## src/rtl/atm_session_ctrl.sv

```systemverilog
// rtl/atm_session_ctrl.sv - ATM session controller: lock/active/exec FSM with balance, session withdraw limit and idle timeout
module atm_session_ctrl #(
    parameter logic [15:0] INIT_BALANCE = 16'd1000,
    parameter logic [15:0] WD_LIMIT     = 16'd500,
    parameter logic [7:0]  TIMEOUT_CYC  = 8'd200
) (
    input  logic        clk,
    input  logic        rst,
    input  logic        unlock,
    input  logic        op_valid,
    input  logic [1:0]  op_code,
    input  logic [15:0] amount,
    output logic        op_ready,
    output logic        session_active,
    output logic [15:0] balance,
    output logic        done,
    output logic        err,
    output logic [1:0]  err_code,
    output logic        timeout
);

    typedef enum logic [1:0] {
        LOCKED = 2'd0,
        ACTIVE = 2'd1,
        EXEC   = 2'd2
    } state_t;

    localparam logic [1:0] OP_QUERY    = 2'b00;
    localparam logic [1:0] OP_DEPOSIT  = 2'b01;
    localparam logic [1:0] OP_WITHDRAW = 2'b10;
    localparam logic [1:0] OP_LOGOUT   = 2'b11;

    localparam logic [1:0] ERR_FUNDS = 2'b01;
    localparam logic [1:0] ERR_LIMIT = 2'b10;
    localparam logic [1:0] ERR_OVF   = 2'b11;

    state_t      state;
    logic [7:0]  idle_cnt;
    logic [15:0] wd_total;
    logic [1:0]  op_q;
    logic [15:0] amt_q;
    logic [16:0] dep_sum;
    logic [16:0] wd_sum;

    // 17-bit sums so deposit overflow and session-limit checks see the carry
    assign dep_sum = {1'b0, balance} + {1'b0, amt_q};
    assign wd_sum  = {1'b0, wd_total} + {1'b0, amt_q};

    always_ff @(posedge clk or negedge rst) begin
        if (!rst) begin
            state          <= LOCKED;
            idle_cnt       <= 8'd0;
            wd_total       <= 16'd0;
            op_q           <= OP_QUERY;
            amt_q          <= 16'd0;
            op_ready       <= 1'b0;
            session_active <= 1'b0;
            balance        <= INIT_BALANCE;
            done           <= 1'b0;
            err            <= 1'b0;
            err_code       <= 2'b00;
            timeout        <= 1'b0;
        end else begin
            done    <= 1'b0;
            err     <= 1'b0;
            timeout <= 1'b0;
            case (state)
                LOCKED: begin
                    if (unlock) begin
                        state          <= ACTIVE;
                        idle_cnt       <= 8'd0;
                        wd_total       <= 16'd0;
                        op_ready       <= 1'b1;
                        session_active <= 1'b1;
                    end
                end
                ACTIVE: begin
                    // A request arriving on the expiry cycle wins over the timeout
                    if (op_valid) begin
                        state    <= EXEC;
                        op_q     <= op_code;
                        amt_q    <= amount;
                        idle_cnt <= 8'd0;
                        op_ready <= 1'b0;
                    end else if (idle_cnt == TIMEOUT_CYC - 8'd1) begin
                        state          <= LOCKED;
                        timeout        <= 1'b1;
                        op_ready       <= 1'b0;
                        session_active <= 1'b0;
                    end else begin
                        idle_cnt <= idle_cnt + 8'd1;
                    end
                end
                EXEC: begin
                    state    <= ACTIVE;
                    op_ready <= 1'b1;
                    case (op_q)
                        OP_DEPOSIT: begin
                            if (dep_sum[16]) begin
                                err      <= 1'b1;
                                err_code <= ERR_OVF;
                            end else begin
                                balance <= dep_sum[15:0];
                                done    <= 1'b1;
                            end
                        end
                        OP_WITHDRAW: begin
                            if (amt_q > balance) begin
                                err      <= 1'b1;
                                err_code <= ERR_FUNDS;
                            end else if (wd_sum > {1'b0, WD_LIMIT}) begin
                                err      <= 1'b1;
                                err_code <= ERR_LIMIT;
                            end else begin
                                balance  <= balance - amt_q;
                                wd_total <= wd_sum[15:0];
                                done     <= 1'b1;
                            end
                        end
                        OP_LOGOUT: begin
                            state          <= LOCKED;
                            op_ready       <= 1'b0;
                            session_active <= 1'b0;
                            done           <= 1'b1;
                        end
                        default: done <= 1'b1;
                    endcase
                end
                default: begin
                    state          <= LOCKED;
                    op_ready       <= 1'b0;
                    session_active <= 1'b0;
                end
            endcase
        end
    end

endmodule

```

## config.mk

```make
export PLATFORM = sky130hd
export DESIGN_NAME = atm_session_ctrl
export DESIGN_NICKNAME = d
export VERILOG_FILES = /design/src/rtl/atm_session_ctrl.sv
export SDC_FILE = /design/constraint.sdc
export NUM_CORES = 1
export LEC_CHECK = 0
export ABC_AREA = 1
export CORE_ASPECT_RATIO = 1.25
export CORE_UTILIZATION = 60
export DETAILED_ROUTE_END_ITERATION = 10
export PLACE_DENSITY = 0.87
export SYNTH_ARGS = -nofsm -noshare
export SYNTH_HDL_FRONTEND = slang
export SYNTH_SLANG_ARGS = --single-unit
```

## constraint.sdc

```tcl
create_clock -name clk -period 5.5 [get_ports clk]
set_input_delay 1.65 -clock clk [delete_from_list [all_inputs] [get_ports clk]]
set_output_delay 1.65 -clock clk [all_outputs]
set_load 0.02 [all_outputs]
```

# Yosys cells after proc, flatten, opt, wreduce, memory -nomap -nowiden
# Index checks and enable logic that the tools add are counted.
[word_totals]
register_bits = 67
output_inout_bits = 23
[classes]
addsub = 4
order_cmp = 2
eq_ne = 20
muxes = 43
n_reduce_logical = 11
[ops]
columns = ["cell", "count"]
rows = [
  ["2-to-1 mux 16 bit", 7],
  ["one-hot mux 16 bit (2 select lines)", 2],
  ["adder 16 x 16 -> 17 bit", 2],
  ["2-to-1 mux 8 bit", 3],
  ["!= test 2 bit, second input constant", 10],
  ["2-to-1 mux 1 bit", 18],
  ["greater-than comparator 17 x 9 -> 1 bit, second input constant", 1],
  ["greater-than comparator 16 bit", 1],
  ["one-hot mux 8 bit (2 select lines)", 1],
  ["subtractor 16 bit", 1],
  ["2-to-1 mux 2 bit", 6],
  ["AND reduction 5 bit", 2],
  ["!= test 3 bit, second input constant", 3],
  ["adder 8 x 1 -> 8 bit, second input constant", 1],
  ["equality test 8 bit, second input constant", 1],
  ["AND reduction 4 bit", 2],
  ["equality test 2 bit, second input constant", 3],
  ["one-hot mux 1 bit (3 select lines)", 2],
  ["one-hot mux 2 bit (3 select lines)", 1],
  ["nonzero test 2 bit", 3],
  ["equality test 2 x 1 -> 1 bit, second input constant", 2],
  ["one-hot mux 1 bit (2 select lines)", 2],
  ["one-hot mux 2 bit (2 select lines)", 1],
  ["AND reduction 2 bit", 2],
  ["3 further kinds", 3],
]

# Logic depth before layout (Yosys ltp)
[logic_depth]
depth_word = 6
ltp_mapped = 19

# Least setup slack after synthesis
# No wires, ideal clock.
[synth_timing]
path_kind = "input -> register"
start = "input port op_valid"
end = "register amt_q[10]"
setup_time_ns = 0.083
arrival_ns = 2.464
required_time_ns = 5.417
setup_slack_ns = 2.953
path_stages = 5
path_buffers = 1
path_cell_list = "inv_1 > nor2_1 > clkbuf_1 > nand2_1 > o21ai_0"
[synth_via]
elab_chain_cells = 1
[synth_rtl]
columns = ["item", "line", "text"]
rows = [
  ["from (decl)", "10", "input logic op_valid,"],
  ["AND reduction 2 bit (no line)", "--", ""],
  ["to (signal assigned)", "82", "amt_q <= amount;"],
  ["to (decl)", "41", "logic [15:0] amt_q;"],
]
# Every way passes these cells.
# A chain may end at the register's enable or synchronous reset.

# Worst setup path in the final report
[layout_timing]
start = "input port op_valid"
end = "register session_active"
[layout_via]
elab_chain_cells = 2
[layout_rtl]
columns = ["item", "line", "text"]
rows = [
  ["!= test 2 bit (no line)", "--", ""],
  ["AND reduction 4 bit (no line)", "--", ""],
  ["to (signal assigned)", "57", "session_active <= 1'b0;"],
  ["to (signal assigned)", "74", "session_active <= 1'b1;"],
  ["to (signal assigned)", "89", "session_active <= 1'b0;"],
  ["to (decl)", "14", "output logic session_active,"],
]
# Every way passes these cells.

==> impl_metrics.ini <==
[status]
status = complete, no violations

[yosys]
ys_warn_count = 0
synth_edf_count = 0
synth-seq-cells = 67
synth_area_um2 = 5743
syn_nets = 937
synth.most_common_cell = nand2_1
synth_common_cells = nand2_1 (274), inv_1 (130), dfrtp_1 (61)
synthTopCellsByArea = dfrtp_1 (27%), nand2_1 (18%), ha_1 (11%), inv_1 (8.5%), nand3_1 (4.7%)
syn_avg_cell_area_um2 = 6.678
synth_top_area_share = 0.2658
yosysUniqueCellTypes = 41
seq_area_frac_synth = 0.2932
ys_async_sr_fraction = 1.000
syn_inst = 860
yosys_most_used_dff = dfrtp_1
synth_top_cell_by_area = dfrtp_1

[clocking]
cts_buffers = 9
cts_resized = 0
clkTransAtPathRegs_ns = 0.06
cts_setup_buffers = 0
htree_levels = 3
clock_latency_ns = 0.34
root_buffer = clkbuf_16
cts.sinks = 67
cts_tree = yes
cts.path.max_buffers = 2
cts-hold-fix-buffers = 0

[final_layout]
final_cell_area_um2 = 6595
synthToLayoutAreaGrowth_pct = 14.84
drive_above_1_share = 0.05507
antenna_cells = 0
fillers = 791
nets = 980

[floorplan]
start_util = 0.6227
fp.dieH_um = 111.4
core_region_area_um2 = 9223
fp.dieW_um = 89.51
die_area_um2 = 9970
io_pins = 45
num_rows = 39

[sta]
slew_headroom = 0.2515
finClkSkew_ns = 0.009505
setup_tns_ns = 0
max_freq_mhz = 300.3
post-route-period-util = 0.6054
worstMarginPinSlew_ns = 1.121
slew_viol_final = 0
setup_viol = 0
finalHoldViolCount = 0
final.min_clock_period_ns = 3.330
rsz0062_at_grt = no

[routing]
wl_mm = 15.69
wire_per_inst_um = 15.22
drc = 0
dr.pass1.iters = 8
vias_per_cell = 5.640
vias = 5815
antenna_left = 0
drt_iter0_drc = 361

[global_routing]
grt_first_pass_wirelength_mm = 25.94
grt_max_degree = 47
grt_usage = 0.3400
grt_pass1_vias = 5573
overflow = 0
antenna_found_initial = 0

[place]
place_hpwl_mm = 12.09
place_area_um2 = 6286
place.gp.congestion = 1.001
portBuffers = 44

[worst_setup_path]
cpPeakStageDelay_ns = 0.87
cp_cell_sequence = clkdlybuf4s50_1 -> inv_1 -> nor2_2 -> inv_1 -> nand2_1 -> nor3_1 -> o21ai_0
arrival_ns = 3.59
critPathRequiredTime_ns = 5.77
critPathLaunchType = input port
worst_setup_path_end_kind = flip-flop
crit_type = input port to flip-flop
cp_common_cell = inv_1
critical_path.max_fanout = 37
crit_slowest_cell = nor2_2

[flow_run]
max-cap-violations = 0

[power]
total_power_mw = 3.880
ir_drop_mv = 0.3189
power.density_nw_per_um2 = 588.2
p_leak_nw = 3.587

[hold_path]
hold_class = flip-flop to flip-flop
## logic make-up after synthesis
| group | count (synthesis) | share of synthesized area |
|---|---|---|
| and+or+nand+nor | 466 | 0.3571 |
| buffers and inverters | 147 | 0.09869 |
| AOI/OAI and AO/OA | 109 | 0.1026 |
| DFF | 67 | 0.2932 |
| adders and majority gates | 55 | 0.1237 |
| xor gates and xnor gates | 15 | 0.02288 |
| muxes | 1 | 0.001743 |
## sequential cells by signal, indices dropped and copies added, names as in the netlist
signal          count
amt_q              16
balance            16
wd_total           16
idle_cnt            8
err_code            2
op_q                2
state               2
done                1
err                 1
op_ready            1
session_active      1
timeout             1
## routing by layer
metal,GRT usage,share of wire,up-vias
met1,0.4179,0.40,2670
met4,0.1788,0.046,0
met3,0.04374,0.058,52
met5,0,0,-
li1,-,-,2871
met2,0.5705,0.49,222
## worst paths after layout
path | to | depth (start not counted) | slack, ns | startpoint
setup / recovery | session_active | 7 | 2.17 | op_valid
hold / removal | err_code[0] | 2 | 0.48 | err_code[0]
setup reg to reg | balance[2] | 14 | 2.27 | amt_q[0]
hold reg to reg | err_code[0] | 2 | 0.48 | err_code[0]
max in group asynchronous | op_q[0] | 2 | 3.27 | rst
min in group asynchronous | balance[2] | 1 | 1.28 | rst
## final cells by class
type / count / area, µm² / share of cell area
Tap cell: 123 / 153.9 / 0.02334
Clock buffer: 9 / 225.2 / 0.03415
Inverter: 132 / 495.5 / 0.07513
Timing Repair Buffer: 47 / 457.9 / 0.06944
Multi-Input combinational cell: 646 / 3495 / 0.5299
Clock inverter: 7 / 83.83 / 0.01271
Sequential cell: 67 / 1684 / 0.2554
## critical path, delay by kind of cell
kind	cells	cell delay (ns)
AOI/OAI and AO/OA	1	0.14
and+or+nand+nor	3	1.02
buffers and inverters	3	0.78
## per-stage QoR
stage	utilization	cells	setup WS (ns)	hold WS [ns]
after global routing	0.7151	1031	1.956	0.5008
after CTS	0.7151	1031	2.190	0.4765
final	0.7151	1031	2.170	0.4809
after global placement	0.6816	1015	1.873	0.4649
after floorplan	-	860	2.953	0.4752
after detailed placement	0.6816	1015	1.846	0.4614
## cells in the final DEF, fill, tap and decap left out, types with 2 or more instances in the layout
master and n:
dfrtp_1 61, inv_6 2, fa_1 3, and2_1 4, nor4_1 2, nand2_2 9
inv_1 130, nand3_1 54, buf_4 3, clkdlybuf4s50_1 43, clkbuf_16 9, o21bai_1 3
nor2_4 2, nand4_1 43, xor2_1 15, a21oi_1 49, a21o_1 4, ha_1 52
clkinv_4 2, a21boi_0 3, nand2_1 274, nand3b_1 3, nor2_1 56, o211ai_1 3
nor2_2 5, or2_2 3, nand2_4 2, o21ai_0 42, dfstp_2 6, nor3_1 6
## power by group
group / switching [mW] / internal (mW)
clock: 0.243 / 0.359
sequential: 0.184 / 0.657
combinational: 1.61 / 0.829
No activity file was read; power rests on OpenSTA's default activity.
